**config.mk**
```make
export PLATFORM = sky130hd
export DESIGN_NAME = k005297_dlseq
export DESIGN_NICKNAME = d
export VERILOG_FILES = /design/src/rtl/k005297_dlseq.sv
export SDC_FILE = /design/constraint.sdc
export NUM_CORES = 1
export LEC_CHECK = 0
export BUFFER_PORTS_ARGS = -buffer_cell sky130_fd_sc_hd__buf_2
export CORE_MARGIN = 8
export CORE_UTILIZATION = 26
export DETAILED_ROUTE_END_ITERATION = 8
export PLACE_DENSITY = 0.41
export SLEW_MARGIN = 5
export SYNTH_ARGS = -nofsm -noshare
export SYNTH_HDL_FRONTEND = slang
export SYNTH_SLANG_ARGS = --single-unit
```
**constraint.sdc**
```tcl
create_clock -name i_MCLK -period 3.45 [get_ports i_MCLK]
set_input_delay 1.035 -clock i_MCLK [delete_from_list [all_inputs] [get_ports i_MCLK]]
set_output_delay 1.035 -clock i_MCLK [all_outputs]
set_load 0.01 [all_outputs]
```
**src/rtl/k005297_dlseq.sv**
```systemverilog
// Data-length transfer sequencer: a 20-phase one-hot frame rotor drives a clear/release/count
// handshake with a bit-serial length counter and reports completion, overflow and wrap errors.
module k005297_dlseq (
    input  logic        i_MCLK,
    input  logic        i_RST,
    input  logic        i_CLK2M_PCEN_n,
    input  logic        i_START,
    input  logic [9:0]  i_TARGET_LEN,
    input  logic        i_ABORT,
    input  logic        i_UNIT_STB,
    input  logic        i_DLCNTR_LSB,
    input  logic        i_DLCNTR_CFLAG,
    output logic [19:0] o_ROT20_n,
    output logic        o_DLCNT_START_n,
    output logic        o_SUPBD_START_n,
    output logic        o_DLCNT_EN,
    output logic        o_BUSY,
    output logic        o_DONE,
    output logic        o_ERR
);

    typedef enum logic [1:0] {IDLE, CLEAR, RELEASE, COUNT} state_t;

    state_t      state, state_nxt;
    logic [19:0] rot;
    logic [1:0]  pend, pend_nxt;
    logic        err, err_nxt;
    logic        frame_eq, frame_eq_nxt;
    logic [9:0]  target;
    logic        load_target;
    logic        done;
    logic        dl_en;
    logic        cen;
    logic        ph0, ph1, ph11, ph19;
    logic [9:0]  sel_ph;
    logic        sample_ph;
    logic        lsb_exp;

    assign cen  = !i_CLK2M_PCEN_n;
    assign ph0  = !rot[0];
    assign ph1  = !rot[1];
    assign ph11 = !rot[11];
    assign ph19 = !rot[19];

    // Phases 1..10 each select one target bit to compare against the serial counter bit.
    assign sel_ph    = ~rot[10:1];
    assign sample_ph = |sel_ph;
    assign lsb_exp   = |(sel_ph & target);

    always_comb begin
        state_nxt    = state;
        pend_nxt     = pend;
        err_nxt      = err;
        frame_eq_nxt = frame_eq;
        load_target  = 1'b0;
        done         = 1'b0;
        dl_en        = (state == COUNT) && ph1 && (pend != 2'd0);
        if (cen && !i_RST) begin
            if (ph0)
                frame_eq_nxt = 1'b1;
            else if (sample_ph && (i_DLCNTR_LSB != lsb_exp))
                frame_eq_nxt = 1'b0;
            if (state == IDLE) begin
                if (i_START && ph19) begin
                    state_nxt   = CLEAR;
                    load_target = 1'b1;
                    err_nxt     = 1'b0;
                end
            end else if (i_ABORT) begin
                state_nxt = IDLE;
                pend_nxt  = 2'd0;
            end else begin
                // A strobe coinciding with the phase-1 carry-in cancels out.
                if (state != CLEAR) begin
                    if (i_UNIT_STB && !dl_en) begin
                        if (pend == 2'd3) err_nxt = 1'b1;
                        else              pend_nxt = pend + 2'd1;
                    end else if (!i_UNIT_STB && dl_en) begin
                        pend_nxt = pend - 2'd1;
                    end
                end
                case (state)
                    CLEAR:   if (ph19) state_nxt = RELEASE;
                    RELEASE: state_nxt = COUNT;
                    COUNT: begin
                        if (ph11 && i_DLCNTR_CFLAG) err_nxt = 1'b1;
                        if (ph19 && frame_eq && (pend == 2'd0)) begin
                            done      = 1'b1;
                            state_nxt = IDLE;
                            pend_nxt  = 2'd0;
                        end
                    end
                    default: ;
                endcase
            end
        end
    end

    always_ff @(posedge i_MCLK) begin
        if (i_RST) begin
            state    <= IDLE;
            rot      <= 20'hFFFFE;
            pend     <= 2'd0;
            err      <= 1'b0;
            frame_eq <= 1'b0;
            target   <= 10'd0;
        end else begin
            state    <= state_nxt;
            pend     <= pend_nxt;
            err      <= err_nxt;
            frame_eq <= frame_eq_nxt;
            if (cen)         rot    <= {rot[18:0], rot[19]};
            if (load_target) target <= i_TARGET_LEN;
        end
    end

    assign o_ROT20_n       = rot;
    assign o_DLCNT_START_n = (state != CLEAR);
    assign o_SUPBD_START_n = (state != RELEASE);
    assign o_DLCNT_EN      = dl_en;
    assign o_BUSY          = (state != IDLE);
    assign o_DONE          = done;
    assign o_ERR           = err;

endmodule

```
* After elaboration in Yosys (flattened, before gate mapping)
Cells that the tools add are included.
Word-level totals: output and inout bits 26, input port bits 18, logic and storage cells 82, bits in registers 36
Cells by class: add/sub/neg operators 2, multiplexer cells 31, reductions and logical operators 28, bitwise operators 3, eq/ne operators 12
Operator list (number):
- 2-to-1 mux 2 bit | 12
- OR reduction 10 bit | 2
- 2-to-1 mux 1 bit | 18
- bitwise AND 10 bit | 1
- logical AND 1 bit | 10
- NOT 10 bit | 1
- != test 2 x 1 -> 1 bit, second input constant | 4
- zero test 1 bit | 7
- == test 2 bit, second input constant | 3
- case mux 2 bit (3 select lines) | 1
- AND reduction 5 bit | 1
- nonzero test 5 bit | 1
- zero test 2 bit | 2
- != test 4 x 2 -> 1 bit, second input constant | 1
- != test 4 bit, second input constant | 1
- AND reduction 2 bit | 2
- nonzero test 2 bit | 2
- AND reduction 3 bit | 1
- adder 2 x 1 -> 2 bit, second input constant | 1
- == test 2 x 1 -> 1 bit, second input constant | 1
- != test 2 bit, second input constant | 1
- subtractor 2 x 1 -> 2 bit, second input constant | 1
- != test 1 bit | 1
- NOT 1 bit | 1

* Depth between registers and ports, before layout
Gate-level depths: netlist of run 1.
word-level depth 11, mapped depth 7, depth with buffers taken out 7

* Worst setup path after synthesis of run 1
Ideal clock, no wire load.
kind input-to-output, start point in i_RST, end point out o_DONE, path buffers 1, slack 529 ps, data arrival time 1886 ps, required time 2415 ps, cell stages on the path 3, path through clkbuf_1 or3_1 nor4_1
Between the ends: longest elaborated chain between the ends 3
Ends and longest elaborated chain:
- start: declaration | RTL line 5 | input logic i_RST,
- zero test 1 bit | RTL line 58 | if (cen && !i_RST) begin
- logical AND 1 bit | RTL line 58
- 2-to-1 mux 1 bit | RTL line 58
- end: declaration | RTL line 18 | output logic o_DONE,
No other way between the ends.

* Final worst setup path of run 1
start point in i_ABORT, end point out o_DONE
Between the ends: longest elaborated chain between the ends 3
Ends and longest elaborated chain:
- start: declaration | RTL line 9 | input logic i_ABORT,
- 2-to-1 mux 1 bit | RTL line 69 | end else if (i_ABORT) begin
- 2-to-1 mux 1 bit | RTL line 63 | if (state == IDLE) begin
- 2-to-1 mux 1 bit | RTL line 58
No other way between the ends.

==> flow_summary.toml, run 1 <==
[setup_path]
critPathRequiredTime_ns = 2.41
arrival_ns = 1.92
setup.worst_path.start = "i_ABORT"
max_stage_delay_ns = 0.40
reg2reg_slack_ns = 1.76
crit_buf_inv = 2
critical_path.endpoint = "o_DONE"
worstPathMaxFanout = 7
slowest_stage = "or3_1"
crit_chain = "buf_2, or3_1, nor4_1, buf_2"
path_depth = 4
ff2ff_path_depth = 7
end_kind = "output pin"
r2r-end = "pend[1]$_SDFFE_PP0P_"
crit_path_frequent_cell = "buf_2"
setup.worst_path.class = "input port to output pin"
rr_startpoint = "pend[0]$_SDFFE_PP0P_"
cp_top_family = "simple AND/OR/NAND/NOR gates"
critPathLaunchType = "input port"

[power]
peakVddDrop_v = 0.0001596
p_total_mw = 0.8652
power.density_mw_per_mm2 = 418.1
p_leak_nw = 0.8754

[synthesis]
ys_seq_elements = 36
postSynthAreaPerCell_um2 = 9.194
synth_warnings = 0
yosysUniqueCellTypes = 44
synth_area_leaders = "dfxtp_1, a211o_1, nor2b_1"
synth_top_area_cell = "dfxtp_1"
syn_inst = 184
synth_nets = 205
yosysSeqAreaShare_pct = 42.60
synth_area_mm2 = 0.001692
synth_top_area_share_pct = 42.60

[finish]
area_delta_synth_final_pct = 22.34
stdcell_area_mm2 = 0.002069
drive_gt1_share_pct = 27.31
mostFrequentLayoutCell = "buf_2"
fin_nets = 247
mostFrequentLayoutCells = "buf_2, dfxtp_1, nor2b_1, a211o_1, nor2_1"
fin_util_pct = 32.78
multi_input_area_um2 = 877.1
regArea_um2 = 720.7
num-fill-cells = 703
diodes = 0

[floorplanning]
num_io_pins = 44
core-area_mm2 = 0.006314
dieWidth_um = 96.66
die-area_mm2 = 0.009343
rows = 29
initial_core_util_pct = 26.79
die_h_um = 96.66

[worst_hold_path]
min_from = "o_ROT20_n[17]$_SDFFE_PP1N_"
min_path_type = "flip-flop to flip-flop"

[drt]
m1WireLength_mm = 2.062
drt_iter0_markers = 120
top_layer = "met4"
wire_per_inst_um = 14.19
wl_mm = 4.313
drc = 0
wl_met3_um = 268
drtPass1Iterations = 4
avgViaCountPerCell = 4.605
num_vias = 1400
ant_nets = 0
wl_met2_mm = 1.956

[sta]
finalSetupViolCount = 0
whs_ns = 0.4863
finalMaxSlewViolations = 0
finalCritPeriodShare_pct = 85.53
worst_slew_pin_slew_ns = 0.4220
relSlewSlack_pct = 71.87
finalHoldViolations = 0
fmax_mhz = 338.9
finalSetupTns_ns = 0
grt_setup_unrepaired = "false"
post-route-min-period_ns = 2.951
final.setup_skew_ns = 0.005487

[clock_network]
path_clk_slew_ns = 0.08
insertion_delay_ns = 0.28
cts_resized = 0
ctsHtreeMaxLevel = 2
clockBufferDepth = 2
cts-buffers-inserted = 5
cts.sinks = 36
postCtsHoldBufs = 0
post_cts_buffers = 0
cts_root_buf = "clkbuf_8"
cts_tree = "built"

[global_route]
grt_usage_pct = 9.482
grt_pass1_vias = 1474
gr-total-overflow = 0
grt_max_degree = 43
antenna_found_initial = 0
grt_pass1_wl_mm = 7.431

[place]
place_area_mm2 = 0.001977
gp_congestion = 0.7309
place_hpwl_mm = 3.032
portBuffers = 43

[job]
cap_violations = 0

[outcome]
outcome = "complete, no violations"
[state kept, by name, summed over array words and instances, names as in the netlist]
name	count
o_ROT20_n	20
target	10
pend	2
state	2
frame_eq	1
o_ERR	1
[where the power goes]
part	internal (mW)	switching, mW	leakage, nW
clock	0.159	0.151	0.0510
sequential	0.434	0.0209	0.295
combinational	0.0478	0.0522	0.529
[area by class of cell]
cell class / count / area share [%]
inverter: 12 / 2.177
sequential: 36 / 34.82
timing repair buffer: 46 / 11.49
clock buffer: 6 / 3.990
multi-input combinational: 125 / 42.38
clock inverter: 2 / 0.4837
tap: 77 / 4.655
[synthesized netlist by cell type]
cell        n
dfxtp_1    36
nor2b_1    20
a211o_1    19
nor2_1     18
inv_1      11
mux2i_1    11
nand2b_1    8
clkbuf_1    7
nand2_1     5
nor3_1      4
buf_2       3
ha_1        3
o21ai_1     3
o22ai_1     3
a21oi_1     2
nand4_1     2
or3_1       2
a211oi_2    1
a21boi_0    1
a21boi_1    1
a21oi_2     1
a2bb2oi_1   1
a311o_1     1
a31oi_1     1
and3b_1     1
buf_4       1
inv_2       1
nand2_2     1
nand3_1     1
nand3b_1    1
nor3_2      1
nor4_1      1
nor4_2      1
nor4b_1     1
o2111ai_1   1
o21a_1      1
o21ai_0     1
o21bai_1    1
o221ai_2    1
o31a_1      1
o32a_1      1
o32ai_1     1
or2_2       1
xnor2_1     1
[worst min-delay path by stage]
stage	endpoint	slack (ns)	cells after the start
finish	o_ROT20_n[17]$_SDFFE_PP1N_	0.49	1
global placement	o_ROT20_n[13]$_SDFFE_PP1N_	0.47	1
CTS	o_ROT20_n[13]$_SDFFE_PP1N_	0.49	1
floorplan	target[0]$_SDFFE_PP0P_	0.46	2
detailed placement	o_ROT20_n[13]$_SDFFE_PP1N_	0.47	1
global route	o_ROT20_n[13]$_SDFFE_PP1N_	0.51	1
[worst reg2reg max path: stages, from the launching register on]
cell and delay [ns]:
dfxtp_1 0.36, inv_1 0.08, ha_1 0.27, nor4b_1 0.37
a21boi_0 0.16, a21boi_1 0.17, a311o_1 0.13, o21ai_1 0.06
[metal layers]
metal  track usage (%)  vias up
met5                 0        -
met4             2.840        0
met3             3.912        2
met2             14.95       36
met1             11.43      631
li1                  -      731
[kinds of logic (layout without fill, tap and decap cells)]
family | count (synthesis) | after routing | synth area share, %
AOI/OAI and AO/OA | 42 | 42 | 20.27
xor gates and xnor gates | 1 | 1 | 0.5178
adders and majority gates | 3 | 3 | 2.219
buffers and inverters | 23 | 66 | 5.547
DFF | 36 | 36 | 42.60
muxes | 11 | 11 | 6.509
and+or+nand+nor | 68 | 68 | 22.34
[per-stage QoR]
step | cells | setup slack, ns
finish | 304 | 0.4993
global route | 304 | 0.3548
CTS | 304 | 0.4967
detailed placement | 296 | 0.4974
global placement | 296 | 0.5010
floorplan | 184 | 0.5288
Power figures use the tool's default switching activity.
==> run 2: changes to the inputs <==
--- a/config.mk
+++ b/config.mk
@@ -6,10 +6,11 @@
 export NUM_CORES = 1
 export LEC_CHECK = 0
 export BUFFER_PORTS_ARGS = -buffer_cell sky130_fd_sc_hd__buf_2
+export CAP_MARGIN = 10
 export CORE_MARGIN = 8
-export CORE_UTILIZATION = 26
+export CORE_UTILIZATION = 56
 export DETAILED_ROUTE_END_ITERATION = 8
-export PLACE_DENSITY = 0.41
+export PLACE_DENSITY = 0.8
 export SLEW_MARGIN = 5
 export SYNTH_ARGS = -nofsm -noshare
 export SYNTH_HDL_FRONTEND = slang
==> run 2 against run 1 <==
Effect of this change: hold slack gained 0.0058 ns; sequential cell count stayed put; critical path depth unchanged; fmax fell by 0.70%; critical path type unchanged; total power decreased by 13%; largest cell class unchanged; register-to-register slack worse by 0.02 ns; non-clock buffer count decreased by 1; clock skew up 0.00052 ns; wire length shrank 11%; clock power down 35%; critical endpoint unchanged; highest routed layer unchanged; design area down 5.3%; setup slack worse by 0.021 ns; largest power group unchanged.
==> flow_summary.toml, run 2 (synthesis results as in run 1) <==
[outcome]
outcome = "complete, no violations"

[setup_path]
setup.worst_path.class = "input port to output pin"
cp_top_family = "simple AND/OR/NAND/NOR gates"
crit_chain = "buf_2, or3_1, nor4_1, buf_2"
max_stage_delay_ns = 0.39
crit_buf_inv = 2
critPathRequiredTime_ns = 2.41
crit_path_frequent_cell = "buf_2"
arrival_ns = 1.94
end_kind = "output pin"
worstPathMaxFanout = 7
slowest_stage = "or3_1"
critPathLaunchType = "input port"

[clock_network]
insertion_delay_ns = 0.33
ctsHtreeMaxLevel = 2
cts.sinks = 36
postCtsHoldBufs = 0
post_cts_buffers = 0
path_clk_slew_ns = 0.10
cts_resized = 0
cts_root_buf = "clkbuf_4"
cts_tree = "built"
clockBufferDepth = 2
cts-buffers-inserted = 5

[floorplanning]
initial_core_util_pct = 57.29
die_h_um = 70.96
die-area_mm2 = 0.005035
dieWidth_um = 70.96
core-area_mm2 = 0.002953
rows = 20
num_io_pins = 44

[global_route]
grt_usage_pct = 15.65
antenna_found_initial = 0
use_met2_pct = 28.42
busiest_layer = "met2"
grt_max_degree = 43
grt_pass1_vias = 1489
grt_pass1_wl_mm = 6.368
gr-total-overflow = 0
use_met1_pct = 14.71
grtUsageMet3_pct = 6.921

[sta]
finalMaxSlewViolations = 0
finalCritPeriodShare_pct = 86.13
fmax_mhz = 336.5
relSlewSlack_pct = 54.53
final.setup_skew_ns = 0.006003
finalSetupTns_ns = 0
grt_setup_unrepaired = "false"
post-route-min-period_ns = 2.972
worst_slew_pin_slew_ns = 0.6802
finalHoldViolations = 0
finalSetupViolCount = 0

[finish]
drive_gt1_share_pct = 26.22
mostFrequentLayoutCell = "buf_2"
area_delta_synth_final_pct = 15.90
fin_util_pct = 66.40
diodes = 0
fin_nets = 246
mostFrequentLayoutCells = "buf_2, dfxtp_1, nor2b_1, a211o_1, nor2_1"
largest_reg_flops = 20

[drt]
drc = 0
avgViaCountPerCell = 5.725
num_vias = 1477
drtPass1Iterations = 4
wl_mm = 3.858
wire_per_inst_um = 14.95
drt_iter0_markers = 110
ant_nets = 0

[power]
power.density_mw_per_mm2 = 385.0
peakVddDrop_v = 0.0002684
p_leak_nw = 0.8483

[worst_hold_path]
min_path_type = "flip-flop to flip-flop"

[place]
gp_congestion = 0.9649
place_hpwl_mm = 2.824
portBuffers = 43

[job]
cap_violations = 0
==> run 2: report_power, final <==
group	switching, mW	internal, mW
Combinational	0.0521	0.0477
Sequential	0.0204	0.434
Clock	0.126	0.0750
Total	0.199	0.556
==> run 2: area by class of cell <==
| cell class | instances | area (um^2) |
|---|---|---|
| inverter | 12 | 45.04 |
| clock buffer | 6 | 41.29 |
| timing repair buffer | 45 | 230.2 |
| fill | 251 | 992.2 |
| multi-input combinational | 125 | 877.1 |
| clock inverter | 1 | 5.005 |
| tap | 33 | 41.29 |
| sequential | 36 | 720.7 |
==> run 2: through the flow <==
step           area (um^2)  instances  total power [mW]  hold WS (ns)  worst slack (ns)
4_1_cts               1961        258            0.7675        0.4928            0.4831
3_5_place_dp          1914        251            0.5637        0.4672            0.4838
3_3_place_gp          1914        251            0.5590        0.4591            0.5264
5_1_grt               1961        258            0.7941        0.5199            0.4186
6_report              1961        258            0.7549        0.4921            0.4784
2_1_floorplan         1692        184            0.5220        0.4634            0.5288
==> run 2: worst reg2reg max path, cell delays in order, from the launching register on <==
cell,delay (ns)
dfxtp_1,0.37
inv_1,0.09
ha_1,0.27
nor4b_1,0.37
a21boi_0,0.17
a21boi_1,0.16
a311o_1,0.12
o21ai_1,0.06
==> run 2: path summary, 6_finish.rpt <==
path	startpoint	slack [ns]	cells after the start	to
hold / removal	o_ROT20_n[14]$_SDFFE_PP1N_	0.49	1	o_ROT20_n[14]$_SDFFE_PP1N_
setup / recovery	i_ABORT	0.48	4	o_DONE
setup reg to reg	pend[0]$_SDFFE_PP0P_	1.74	7	pend[1]$_SDFFE_PP0P_
hold reg to reg	o_ROT20_n[14]$_SDFFE_PP1N_	0.49	1	o_ROT20_n[14]$_SDFFE_PP1N_
==> run 2: metal layers <==
layer / routed length (um) / part of all wire [%]
met1: 1548 / 40
met2: 1949 / 51
met3: 281 / 7.3
met4: 78 / 2.0
met5: 0 / 0
==> run 3: changes to the inputs <==
--- a/config.mk
+++ b/config.mk
@@ -7,10 +7,11 @@
 export LEC_CHECK = 0
 export BUFFER_PORTS_ARGS = -buffer_cell sky130_fd_sc_hd__buf_2
 export CAP_MARGIN = 10
+export CORE_ASPECT_RATIO = 2
 export CORE_MARGIN = 8
 export CORE_UTILIZATION = 56
 export DETAILED_ROUTE_END_ITERATION = 8
-export PLACE_DENSITY = 0.8
+export PLACE_DENSITY_LB_ADDON = 0.1
 export SLEW_MARGIN = 5
 export SYNTH_ARGS = -nofsm -noshare
 export SYNTH_HDL_FRONTEND = slang
==> run 3 against run 2 <==
Effect of this change: clock-buffer cell count decreased by 1; wire length increased by 2.6%; sequential power about the same; first-iteration DRC count decreased by 81%; sequential cell count unchanged; hold slack improved by 0.00076 ns; die area increased by 2.1%; via count increased by 1.0%; combinational power decreased by 0.4%; fmax increased by 0.91%; critical path type unchanged; largest cell class unchanged.
==> flow_summary.toml, run 3 (synthesis results as in run 1) <==
[clock_network]
path_clk_slew_ns = 0.07
cts_tree = "built"
cts-buffers-inserted = 5
cts_resized = 0
insertion_delay_ns = 0.28
cts.sinks = 36
ctsHtreeMaxLevel = 2
clockBufferDepth = 2
postCtsHoldBufs = 0
cts_root_buf = "clkbuf_8"
post_cts_buffers = 0

[drt]
num_vias = 1492
ant_nets = 0
drc = 0
avgViaCountPerCell = 5.828
wire_per_inst_um = 15.46
drt_iter0_markers = 21
wl_mm = 3.958
drtPass1Iterations = 4

[sta]
post-route-min-period_ns = 2.945
worst_slew_pin_slew_ns = 0.6676
finalCritPeriodShare_pct = 85.36
finalHoldViolations = 0
finalSetupViolCount = 0
finalMaxSlewViolations = 0
finalSetupTns_ns = 0
grt_setup_unrepaired = "false"
final.setup_skew_ns = 0.005244
relSlewSlack_pct = 55.37
fmax_mhz = 339.6

[floorplanning]
die_h_um = 93.73
num_io_pins = 44
dieWidth_um = 54.87
rows = 28
core-area_mm2 = 0.002908
die-area_mm2 = 0.005142
initial_core_util_pct = 58.18

[global_route]
grt_pass1_vias = 1494
grt_pass1_wl_mm = 6.451
grt_max_degree = 43
antenna_found_initial = 0
grt_usage_pct = 16.15
gr-total-overflow = 0

[setup_path]
reg2reg_slack_ns = 1.68
r2r-end = "pend[1]$_SDFFE_PP0P_"
arrival_ns = 1.91
critPathLaunchType = "input port"
ff2ff_path_depth = 7
critPathRequiredTime_ns = 2.41
rr_startpoint = "pend[0]$_SDFFE_PP0P_"
worstPathMaxFanout = 7
setup.worst_path.class = "input port to output pin"
end_kind = "output pin"

[finish]
fin_nets = 246
diodes = 0
largest_reg_flops = 20
drive_gt1_share_pct = 26.99
mostFrequentLayoutCell = "buf_2"
fin_util_pct = 69.54
area_delta_synth_final_pct = 19.53
num-fill-cells = 268
mostFrequentLayoutCells = "buf_2, dfxtp_1, nor2b_1, a211o_1, nor2_1"

[power]
p_total_mw = 0.9171
peakVddDrop_v = 0.0003881
p_leak_nw = 0.8744
power.density_mw_per_mm2 = 453.6

[worst_hold_path]
min_to = "o_ROT20_n[14]$_SDFFE_PP1N_"
hold_path_depth = 1
min_path_type = "flip-flop to flip-flop"
min_from = "o_ROT20_n[14]$_SDFFE_PP1N_"

[place]
portBuffers = 43
place_hpwl_mm = 2.997
gp_congestion = 0.9097

[job]
cap_violations = 0

[outcome]
outcome = "complete, no violations"
-- run 3: power breakdown --
part,internal [mW],switching [mW]
Sequential,0.434,0.0206
Clock,0.214,0.150
Combinational,0.0477,0.0516
-- run 3: how the worst max path moves through the flow --
| stage | slack, ns | from | end |
|---|---|---|---|
| 2_1_floorplan | 0.53 | i_RST | o_DONE |
| 3_3_place_gp | 0.52 | i_ABORT | o_DONE |
| 3_5_place_dp | 0.50 | i_ABORT | o_DONE |
| 4_1_cts | 0.50 | i_ABORT | o_DONE |
| 5_1_grt | 0.42 | i_ABORT | o_DONE |
| 6_report | 0.51 | i_ABORT | o_DONE |
-- run 3: area by class of cell --
type | instances | area (um^2) | area share [%]
flip-flops and latches | 36 | 720.7 | 35.64
inverters | 12 | 45.04 | 2.228
well taps | 30 | 37.54 | 1.856
clock inverters | 3 | 42.54 | 2.104
repair buffers | 45 | 230.2 | 11.39
clock buffers | 5 | 68.82 | 3.403
multi-input cells | 125 | 877.1 | 43.38
-- run 3: stage by stage --
step / area (um^2) / worst slack, ns / instances / hold slack (ns)
after floorplan: 1692 / 0.5288 / 184 / 0.4634
after global placement: 1911 / 0.5219 / 248 / 0.4591
after detailed placement: 1911 / 0.5036 / 248 / 0.4796
after CTS: 2022 / 0.5048 / 256 / 0.4986
after global routing: 2022 / 0.4188 / 256 / 0.5158
final: 2022 / 0.5052 / 256 / 0.4929
-- run 3: per-layer routing --
| metal | vias up | wire length, um | global-route usage (%) |
|---|---|---|---|
| met1 | 709 | 1458 | 16.27 |
| li1 | 727 | - | - |
| met4 | 0 | 75 | 5.785 |
| met2 | 46 | 2159 | 28.52 |
| met5 | - | 0 | 0 |
| met3 | 10 | 264 | 5.397 |
-- run 3: worst max-delay path: stages --
cell and delay [ns]:
buf_2 0.13, or3_1 0.37, nor4_1 0.19, buf_2 0.18
